==> config.mk <==
export PLATFORM = sky130hd
export DESIGN_NAME = scatter_sequencer
export DESIGN_NICKNAME = d
export VERILOG_FILES = /design/src/rtl/scatter_sequencer_pkg.sv /design/src/rtl/scatter_sequencer_latency_pipe.sv /design/src/rtl/scatter_sequencer.sv
export SDC_FILE = /design/constraint.sdc
export NUM_CORES = 1
export LEC_CHECK = 0
export ABC_AREA = 1
export CORE_AREA = 2 2 176 178
export CTS_CLUSTER_DIAMETER = 150
export DETAILED_ROUTE_END_ITERATION = 10
export DIE_AREA = 0 0 178 180
export PLACE_DENSITY = 0.8
export SKIP_CTS_REPAIR_TIMING = 1
export SLEW_MARGIN = 20
export SYNTH_ARGS = -nofsm -noshare
export SYNTH_HDL_FRONTEND = slang
export SYNTH_SLANG_ARGS = --single-unit
==> constraint.sdc <==
create_clock -name clk -period 1.8 [get_ports clk]
set_input_delay 0.36 -clock clk [delete_from_list [all_inputs] [get_ports clk]]
set_output_delay 0.36 -clock clk [all_outputs]
set_load 0.02 [all_outputs]
==> src/rtl/scatter_sequencer_pkg.sv <==
// Shared types for the charge-scatterer sequencer: particle/step formats,
// grid geometry and the pass state enumeration.
package scatter_sequencer_pkg;

    localparam int GRID_ADDRWIDTH = 8;
    localparam int CWIDTH         = 16;

    typedef logic [2:0] step_t;

    typedef struct packed {
        logic [15:0] pos;
        logic [15:0] weight;
    } particle_t;

    typedef enum logic [2:0] {
        IDLE    = 3'd0,
        SCATTER = 3'd1,
        DRAIN   = 3'd2,
        READOUT = 3'd3,
        FLUSH   = 3'd4
    } seq_state_t;

    // Lane address for a request pair: lane 0 gets 2r, lane 1 gets 2r+1 (wrapping).
    function automatic logic [GRID_ADDRWIDTH-1:0] lane_addr(
        input logic [GRID_ADDRWIDTH-1:0] pair_idx,
        input logic                      lane
    );
        return (pair_idx << 1) | GRID_ADDRWIDTH'(lane);
    endfunction

endpackage

==> src/rtl/scatter_sequencer_latency_pipe.sv <==
// Valid+payload shift register of fixed depth; used to line grid read
// requests up with the scatterer's read data.
module latency_pipe #(
    parameter int DEPTH = 2,
    parameter int WIDTH = 16
) (
    input  logic             clk,
    input  logic             rst_n,
    input  logic             i_valid,
    input  logic [WIDTH-1:0] i_data,
    output logic             o_valid,
    output logic [WIDTH-1:0] o_data,
    output logic             o_busy
);

    logic [DEPTH-1:0]            r_valid;
    logic [DEPTH-1:0][WIDTH-1:0] r_data;

    always_ff @(posedge clk or negedge rst_n) begin
        if (!rst_n) begin
            r_valid <= '0;
            r_data  <= '0;
        end else begin
            r_valid[0] <= i_valid;
            r_data[0]  <= i_data;
            for (int i = 1; i < DEPTH; i++) begin
                r_valid[i] <= r_valid[i-1];
                r_data[i]  <= r_data[i-1];
            end
        end
    end

    assign o_valid = r_valid[DEPTH-1];
    assign o_data  = r_data[DEPTH-1];
    assign o_busy  = |r_valid;

endmodule

==> src/rtl/scatter_sequencer.sv <==
// Sequences one deposition pass: stream particles, wait for the scatterer to
// drain, sweep the grid through the read port and forward charges to the sink.
module scatter_sequencer
    import scatter_sequencer_pkg::*;
#(
    parameter int NUM_ADDRS     = 256,
    parameter int READ_LATENCY  = 2,
    parameter int DRAIN_TIMEOUT = 1023
) (
    input  logic                                clk,
    input  logic                                rst,
    input  logic                                start,
    input  step_t                               step_in,
    output logic                                busy,
    output logic                                done,
    output logic                                err_timeout,
    input  logic                                p_valid,
    output logic                                p_ready,
    input  logic                                p_tlast,
    input  particle_t [1:0]                     p_data,
    output step_t                               sc_step,
    output logic                                sc_valid_scatter,
    output logic                                sc_tlast,
    output particle_t [1:0]                     sc_particle,
    input  logic                                sc_tlast_out,
    output logic                                sc_valid_req,
    output logic [1:0][GRID_ADDRWIDTH-1:0]      sc_grid_addr,
    input  logic [1:0][3:0][CWIDTH-1:0]         sc_charge,
    output logic                                g_valid,
    output logic [1:0][GRID_ADDRWIDTH-1:0]      g_addr,
    output logic [1:0][3:0][CWIDTH-1:0]         g_charge,
    output logic [15:0]                         beat_count,
    output seq_state_t                          dbg_state
);

    localparam int AW = $clog2(NUM_ADDRS/2) + 1;
    localparam int TW = $clog2(DRAIN_TIMEOUT + 1);

    seq_state_t                     r_state;
    logic [AW-1:0]                  r_req;
    logic [TW-1:0]                  r_to;
    step_t                          r_step;
    logic                           r_done;
    logic                           r_err;
    logic                           r_sc_valid;
    logic                           r_sc_tlast;
    particle_t [1:0]                r_particle;
    logic [15:0]                    r_beats;
    logic                           r_g_valid;
    logic [1:0][GRID_ADDRWIDTH-1:0] r_g_addr;
    logic [1:0][3:0][CWIDTH-1:0]    r_g_charge;

    logic                           w_req;
    logic [1:0][GRID_ADDRWIDTH-1:0] w_addr;
    logic                           w_tap_valid;
    logic [1:0][GRID_ADDRWIDTH-1:0] w_tap_addr;
    logic                           w_pipe_busy;

    // Particle handshake: a beat transfers on a rising edge where p_valid and
    // p_ready are both high; p_ready is high for every SCATTER cycle.
    assign p_ready = (r_state == SCATTER);
    assign w_req   = (r_state == READOUT);

    always_comb begin
        w_addr = '0;
        if (w_req) begin
            w_addr[0] = lane_addr(GRID_ADDRWIDTH'(r_req), 1'b0);
            w_addr[1] = lane_addr(GRID_ADDRWIDTH'(r_req), 1'b1);
        end
    end

    latency_pipe #(
        .DEPTH (READ_LATENCY),
        .WIDTH (2*GRID_ADDRWIDTH)
    ) u_pipe (
        .clk     (clk),
        .rst_n   (rst),
        .i_valid (w_req),
        .i_data  (w_addr),
        .o_valid (w_tap_valid),
        .o_data  (w_tap_addr),
        .o_busy  (w_pipe_busy)
    );

    always_ff @(posedge clk or negedge rst) begin
        if (!rst) begin
            r_state    <= IDLE;
            r_req      <= '0;
            r_to       <= '0;
            r_step     <= '0;
            r_done     <= 1'b0;
            r_err      <= 1'b0;
            r_sc_valid <= 1'b0;
            r_sc_tlast <= 1'b0;
            r_particle <= '0;
            r_beats    <= '0;
        end else begin
            r_done     <= 1'b0;
            r_sc_valid <= 1'b0;
            r_sc_tlast <= 1'b0;
            case (r_state)
                IDLE: begin
                    if (start) begin
                        r_step  <= step_in;
                        r_beats <= '0;
                        r_err   <= 1'b0;
                        r_state <= SCATTER;
                    end
                end
                SCATTER: begin
                    if (p_valid) begin
                        r_particle <= p_data;
                        r_sc_valid <= 1'b1;
                        r_sc_tlast <= p_tlast;
                        if (r_beats != 16'hFFFF) r_beats <= r_beats + 16'd1;
                        if (p_tlast) begin
                            r_to    <= '0;
                            r_state <= DRAIN;
                        end
                    end
                end
                DRAIN: begin
                    // A drain indication on the last allowed cycle still wins over the abort.
                    if (sc_tlast_out) begin
                        r_req   <= '0;
                        r_state <= READOUT;
                    end else if (r_to == TW'(DRAIN_TIMEOUT - 1)) begin
                        r_err   <= 1'b1;
                        r_state <= IDLE;
                    end else begin
                        r_to <= r_to + 1'b1;
                    end
                end
                READOUT: begin
                    if (r_req == AW'(NUM_ADDRS/2 - 1)) r_state <= FLUSH;
                    else                                r_req   <= r_req + 1'b1;
                end
                FLUSH: begin
                    // Pipe empty means the last tap has already been captured into g_*.
                    if (!w_pipe_busy) begin
                        r_done  <= 1'b1;
                        r_state <= IDLE;
                    end
                end
                default: r_state <= IDLE;
            endcase
        end
    end

    always_ff @(posedge clk or negedge rst) begin
        if (!rst) begin
            r_g_valid  <= 1'b0;
            r_g_addr   <= '0;
            r_g_charge <= '0;
        end else begin
            r_g_valid <= w_tap_valid;
            if (w_tap_valid) begin
                r_g_addr   <= w_tap_addr;
                r_g_charge <= sc_charge;
            end
        end
    end

    assign busy             = (r_state != IDLE);
    assign done             = r_done;
    assign err_timeout      = r_err;
    assign sc_step          = r_step;
    assign sc_valid_scatter = r_sc_valid;
    assign sc_tlast         = r_sc_tlast;
    assign sc_particle      = r_particle;
    assign sc_valid_req     = w_req;
    assign sc_grid_addr     = w_addr;
    assign g_valid          = r_g_valid;
    assign g_addr           = r_g_addr;
    assign g_charge         = r_g_charge;
    assign beat_count       = r_beats;
    assign dbg_state        = r_state;

endmodule
==> flow_summary.yaml <==
placement:
  dp_slack_ps: -84.2
  io_buffer_count: 452
  place_area_um2: 15800
  dpl.hpwl_um: 25100
  gp_congestion: 0.901
synthesis:
  syn_area_um2: 10700
  synth-edff-count: 0
  muxShareOfSynthArea_pct: 0.315
  synth-seq-area-share_pct: 60.9
  ys_ff_latch: 261
  synth_top_area_share_pct: 60.9
  ys_types: 42
  synth-adder-area-share_pct: 0.466
  netlist_instances: 1251
  synth.avg_cell_area_um2: 8.58
  async_flop_share_pct: 100
  synth-compound-area-share_pct: 2.46
  synth_top_flop_cell: "dfrtp_1"
  synth_top_family_by_area: "simple AND/OR/NAND/NOR gates"
  synth_xor_area_share_pct: 0.490
  yosysWarnings: 0
  synthTopCellsByArea: "dfrtp_1 61%, nand2_1 25%, nand3_1 1.8%"
  yosys.area_share.simple_pct: 30.2
  synth_top_cell_by_area: "dfrtp_1"
detailed_routing:
  routed_via_density: 4.67
  wl_um: 35800
  drc: 0
  ant_nets: 0
  routedWlPerCell_um: 16.7
  via_count: 10000
  drtIter0Drc: 465
  drt_first_pass_iters: 5
critical_path:
  max_stage_delay_ps: 390
  crit_path_end_kind: "output port"
  cp.arrival_ps: 1650
  worstPathMaxFanout: 5
  crit_type: "flop to output port"
  crit_required_ps: 1440
  worst_path_most_repeated_cell: "buf_6"
  crit_family: "buffers and inverters"
  crit_path_top_delay_cell: "dfrtp_1"
  crit_buf_inv: 4
  crit_chain: "inv_2 -> nand3_4 -> buf_12 -> buf_6 -> nor2_4 -> buf_6"
  startpoint_type: "flop"
outcome:
  outcome: "finished with violations"
  violations: "setup timing"
sta:
  fmax_mhz: 498
  tns_ps: -2800
  rsz0062_at_grt: "yes"
  finalMaxSlewViolations: 0
  setup_viol: 18
  worst_slack_ps: -208
  finalCritPeriodShare_pct: 112
  fin_skew_ps: 5.75
  timing.final.crit_period_ps: 2010
  hold-worst-slack_ps: 304
  hold_violations: 0
global_route:
  grt-ovfl-total: 0
  first_global_vias: 9801
  grt_usage_pct: 20.5
  grt_start_max_net_pins: 87
  grt_antenna_before_repair: 2
  grt_pass1_wl_um: 52200
clocking:
  clk_pin_slew_ps: 60
  insertion_delay_ps: 530
  clk_path_buf_depth: 3
  numCtsBuffers: 29
  cts_sinks: 261
  ctsRootBufferMaster: "clkbuf_16"
  cts_tree: "yes"
  h-tree-depth: 1
die:
  fp.coreArea_um2: 30200
  io-pin-count: 455
  chipHeight_um: 180
  rows: 64
  start_util_pct: 35.5
  die_w_um: 178
  die_area_um2: 32000
layout:
  final_nets: 1930
  area_delta_synth_final_pct: 65.5
  drive_gt1_share_pct: 9.99
  finalInstanceArea_um2: 17800
power:
  total_power_mw: 29.0
  power.density_nw_per_um2: 1640
  irDropWorstVdd_v: 0.000945
  leakage_nw: 11.2
run:
  maxCapViolations: 0
min_path:
  hold_path_class: "input port to async pin"
[worst paths after layout]
path                       slack (ps)  cells after the start                  startpoint                           to
max in group asynchronous         830                      3                         rst    g_charge[125]$_DFFE_PN0P_
min                               300                      2                         rst  sc_particle[43]$_DFFE_PN0P_
min in group clk                  350                      0  u_pipe.r_data[7]$_DFF_PN0_   u_pipe.o_data[7]$_DFF_PN0_
max                              -210                      6    dbg_state[2]$_DFFE_PN0P_              sc_grid_addr[9]
min reg2reg                       350                      0  u_pipe.r_data[7]$_DFF_PN0_   u_pipe.o_data[7]$_DFF_PN0_
max reg2reg                        30                      9    dbg_state[1]$_DFFE_PN0P_  sc_particle[21]$_DFFE_PN0P_
[layout make-up]
type / count / area (um2)
sequential: 261 / 6540
fill: 2451 / 12400
multi-input combinational: 876 / 3750
antenna: 2 / 5.00
clock inverter: 8 / 98.8
tap: 396 / 495
timing repair buffer: 508 / 5830
clock buffer: 40 / 837
inverter: 49 / 201
[cell usage in the layout (no fill, tap or decap), types with 13 or more instances in the layout]
cell type and instances:
buf_4 27, clkdlybuf4s50_1 199, dfrtp_1 259, inv_1 40, clkbuf_16 32, nor2_1 34, o21ai_1 13, dlymetal6s2s_1 234
nand3_1 39, buf_6 27, nand2_1 698
[metal layers]
metal / wire length [um] / up-vias / track usage, %
met2: 18400 / 396 / 35.7
met1: 13300 / 4765 / 23.9
met5: 0 / - / 0
met4: 1220 / 0 / 7.90
met3: 2870 / 74 / 5.31
li1: - / 4766 / -
[Yosys cell counts (5+ instances only)]
cell,count
buf_1,6
buf_2,14
buf_4,22
clkbuf_1,22
dfrtp_1,261
inv_1,41
inv_2,6
nand2_1,704
nand2_2,6
nand3_1,39
nand4_1,11
nor2_1,43
o21ai_0,6
o21ai_1,13
o21ai_2,10
xor2_1,5
[worst register-to-register path, stage by stage (launching register included)]
cell and delay (ps):
dfrtp_1 410, buf_6 150, nor2_4 190, nand2_4 80, buf_4 160, nor2_4 190, inv_2 80, buf_12 200
nand2_1 130, nand2_1 70
[where the power goes]
group	leakage, nW	total [mW]	internal [mW]	switching [mW]
Clock	0.457	5.80	3.49	2.30
Sequential	3.30	9.48	8.23	1.26
Combinational	7.47	13.8	5.93	7.83
Total	11.2	29.0	17.6	11.4
[metrics by stage]
stage | std cells | util (%)
final | 2140 | 58.8
after global routing | 2140 | 58.8
after CTS | 2121 | 55.6
after detailed placement | 2073 | 52.5
after global placement | 2073 | 52.5
after floorplan | 1252 | -
[cell families after synthesis]
kind of cell	Yosys count
flip-flops	261
other	1
AND/OR/NAND/NOR	821
AO/OA/AOI/OAI	40
buffers and inverters	115
multiplexers	3
adder cells (fa/ha/maj)	4
XOR/XNOR	6
[state kept, by name, indices dropped and copies added, names as in the netlist, 3 cells and up]
signal         count
beat_count        16
dbg_state          3
g_addr             8
g_charge         128
r_req              8
r_to              10
sc_particle       64
sc_step            3
u_pipe.o_data      8
u_pipe.r_data      7
No activity file was read; power rests on OpenSTA's default activity.
==> variant (same flow settings) <==
Change the parameter `READ_LATENCY` from 2 to 1.
--- a/src/rtl/scatter_sequencer.sv
+++ b/src/rtl/scatter_sequencer.sv
@@ -5,5 +5,5 @@
 #(
     parameter int NUM_ADDRS     = 256,
-    parameter int READ_LATENCY  = 2,
+    parameter int READ_LATENCY  = 1,
     parameter int DRAIN_TIMEOUT = 1023
 ) (
Check against the original RTL: not equivalent (a bounded check fails within 10 cycles, from zero or initial values and one cycle with rst low).
==> variant against the unedited design <==
The run still ends with setup timing left. Area after synthesis decreased by 2.6%. Utilization fell by 1.6 points. Worst setup slack worse by 0.0042 ns. Global-route usage decreased by 0.33 points. Power is 3.6% lower. Count of clock-buffer cells in the layout is 5 lower. Sequential cell count shrank 8. Hold slack better by 0.041 ns. Routed wire length fell by 0.81%. Design area decreased by 2.7%. Non-clock buffer count fell by 1. Sequential power fell by 0.6%. Largest cell class unchanged.
==> variant: results (changes against the unedited design) <==
[synth]
yosysSeqAreaShare = 0.606  ; -0.00290
yosysTopAreaCellShare = 0.606  ; -0.00290
synth_fa_ha_area_frac = 0.00479  ; +0.000125
netlist_top_cells_count = 683 x nand2_1, 253 x dfrtp_1, 37 x inv_1, 35 x nor2_1, 31 x clkbuf_1
muxShareOfSynthArea = 0.00323  ; +0.0000841

[grt]
grt_max_degree = 71  ; -18%
met3_usage = 0.0415  ; -0.0116
grt_pass1_vias = 9566  ; -2.4%
grt_pass1_wl_um = 50900  ; -2.5%
use_met1 = 0.236  ; -0.00270

[pwr]
p_int_uw = 16600  ; -5.7%
pg_comb_uw = 13300  ; -4%
clockPowerShare = 0.187  ; -0.013

[status]
violations = setup timing
run_status = finished with violations

[placed_design]
place_area_um2 = 15600  ; -1.6%
place_hpwl_um = 25100  ; +0.15%
finalWeightedCongestion = 0.936  ; +3.9%

[detailed_routing]
routed-wl-met3_um = 2430  ; -15%
via_per_inst = 4.69  ; +0.43%
wl_met2_um = 18100  ; -1.8%
drt-met1-wl_um = 13500  ; +1.9%

[cts]
clk_latency_ns = 0.55  ; +0.02 ns

[worst_setup_path]
r2r_start = dbg_state[0]
r2r-end = beat_count[3]

[final_layout]
antenna_cells = 0  ; -2
drive_gt1_frac = 0.110  ; +0.0105

[sta]
hold_ws_ns = 0.345  ; +0.0414 ns
setup_viol = 18  ; unchanged
layout_setup_ws_ns = -0.212  ; -0.00417 ns

-- variant: critical path, stage by stage (launching register included) --
cell     delay [ns]
dfrtp_1        0.40
inv_2          0.12
buf_12         0.11
nand3_4        0.13
nor2_4         0.18
buf_4          0.16
-- variant: final cells by class --
cell class	instances	area [µm²]
Clock buffer	35	756
Clock inverter	13	81.3
Fill cell	2492	12900
Inverter	42	163
Multi-Input combinational cell	853	3760
Sequential cell	253	6340
Tap cell	396	495
Timing Repair Buffer	507	5680
-- variant: worst max-delay path by stage --
stage	endpoint	startpoint	slack, ns	cells after the start
global route	sc_grid_addr[15]	dbg_state[2]	-0.26	5
floorplan	sc_grid_addr[10]	dbg_state[0]	0.03	4
detailed placement	sc_grid_addr[13]	dbg_state[2]	-0.22	4
finish	sc_grid_addr[15]	dbg_state[2]	-0.21	5
global placement	sc_grid_addr[13]	dbg_state[2]	-0.18	4
CTS	sc_grid_addr[13]	dbg_state[2]	-0.81	4
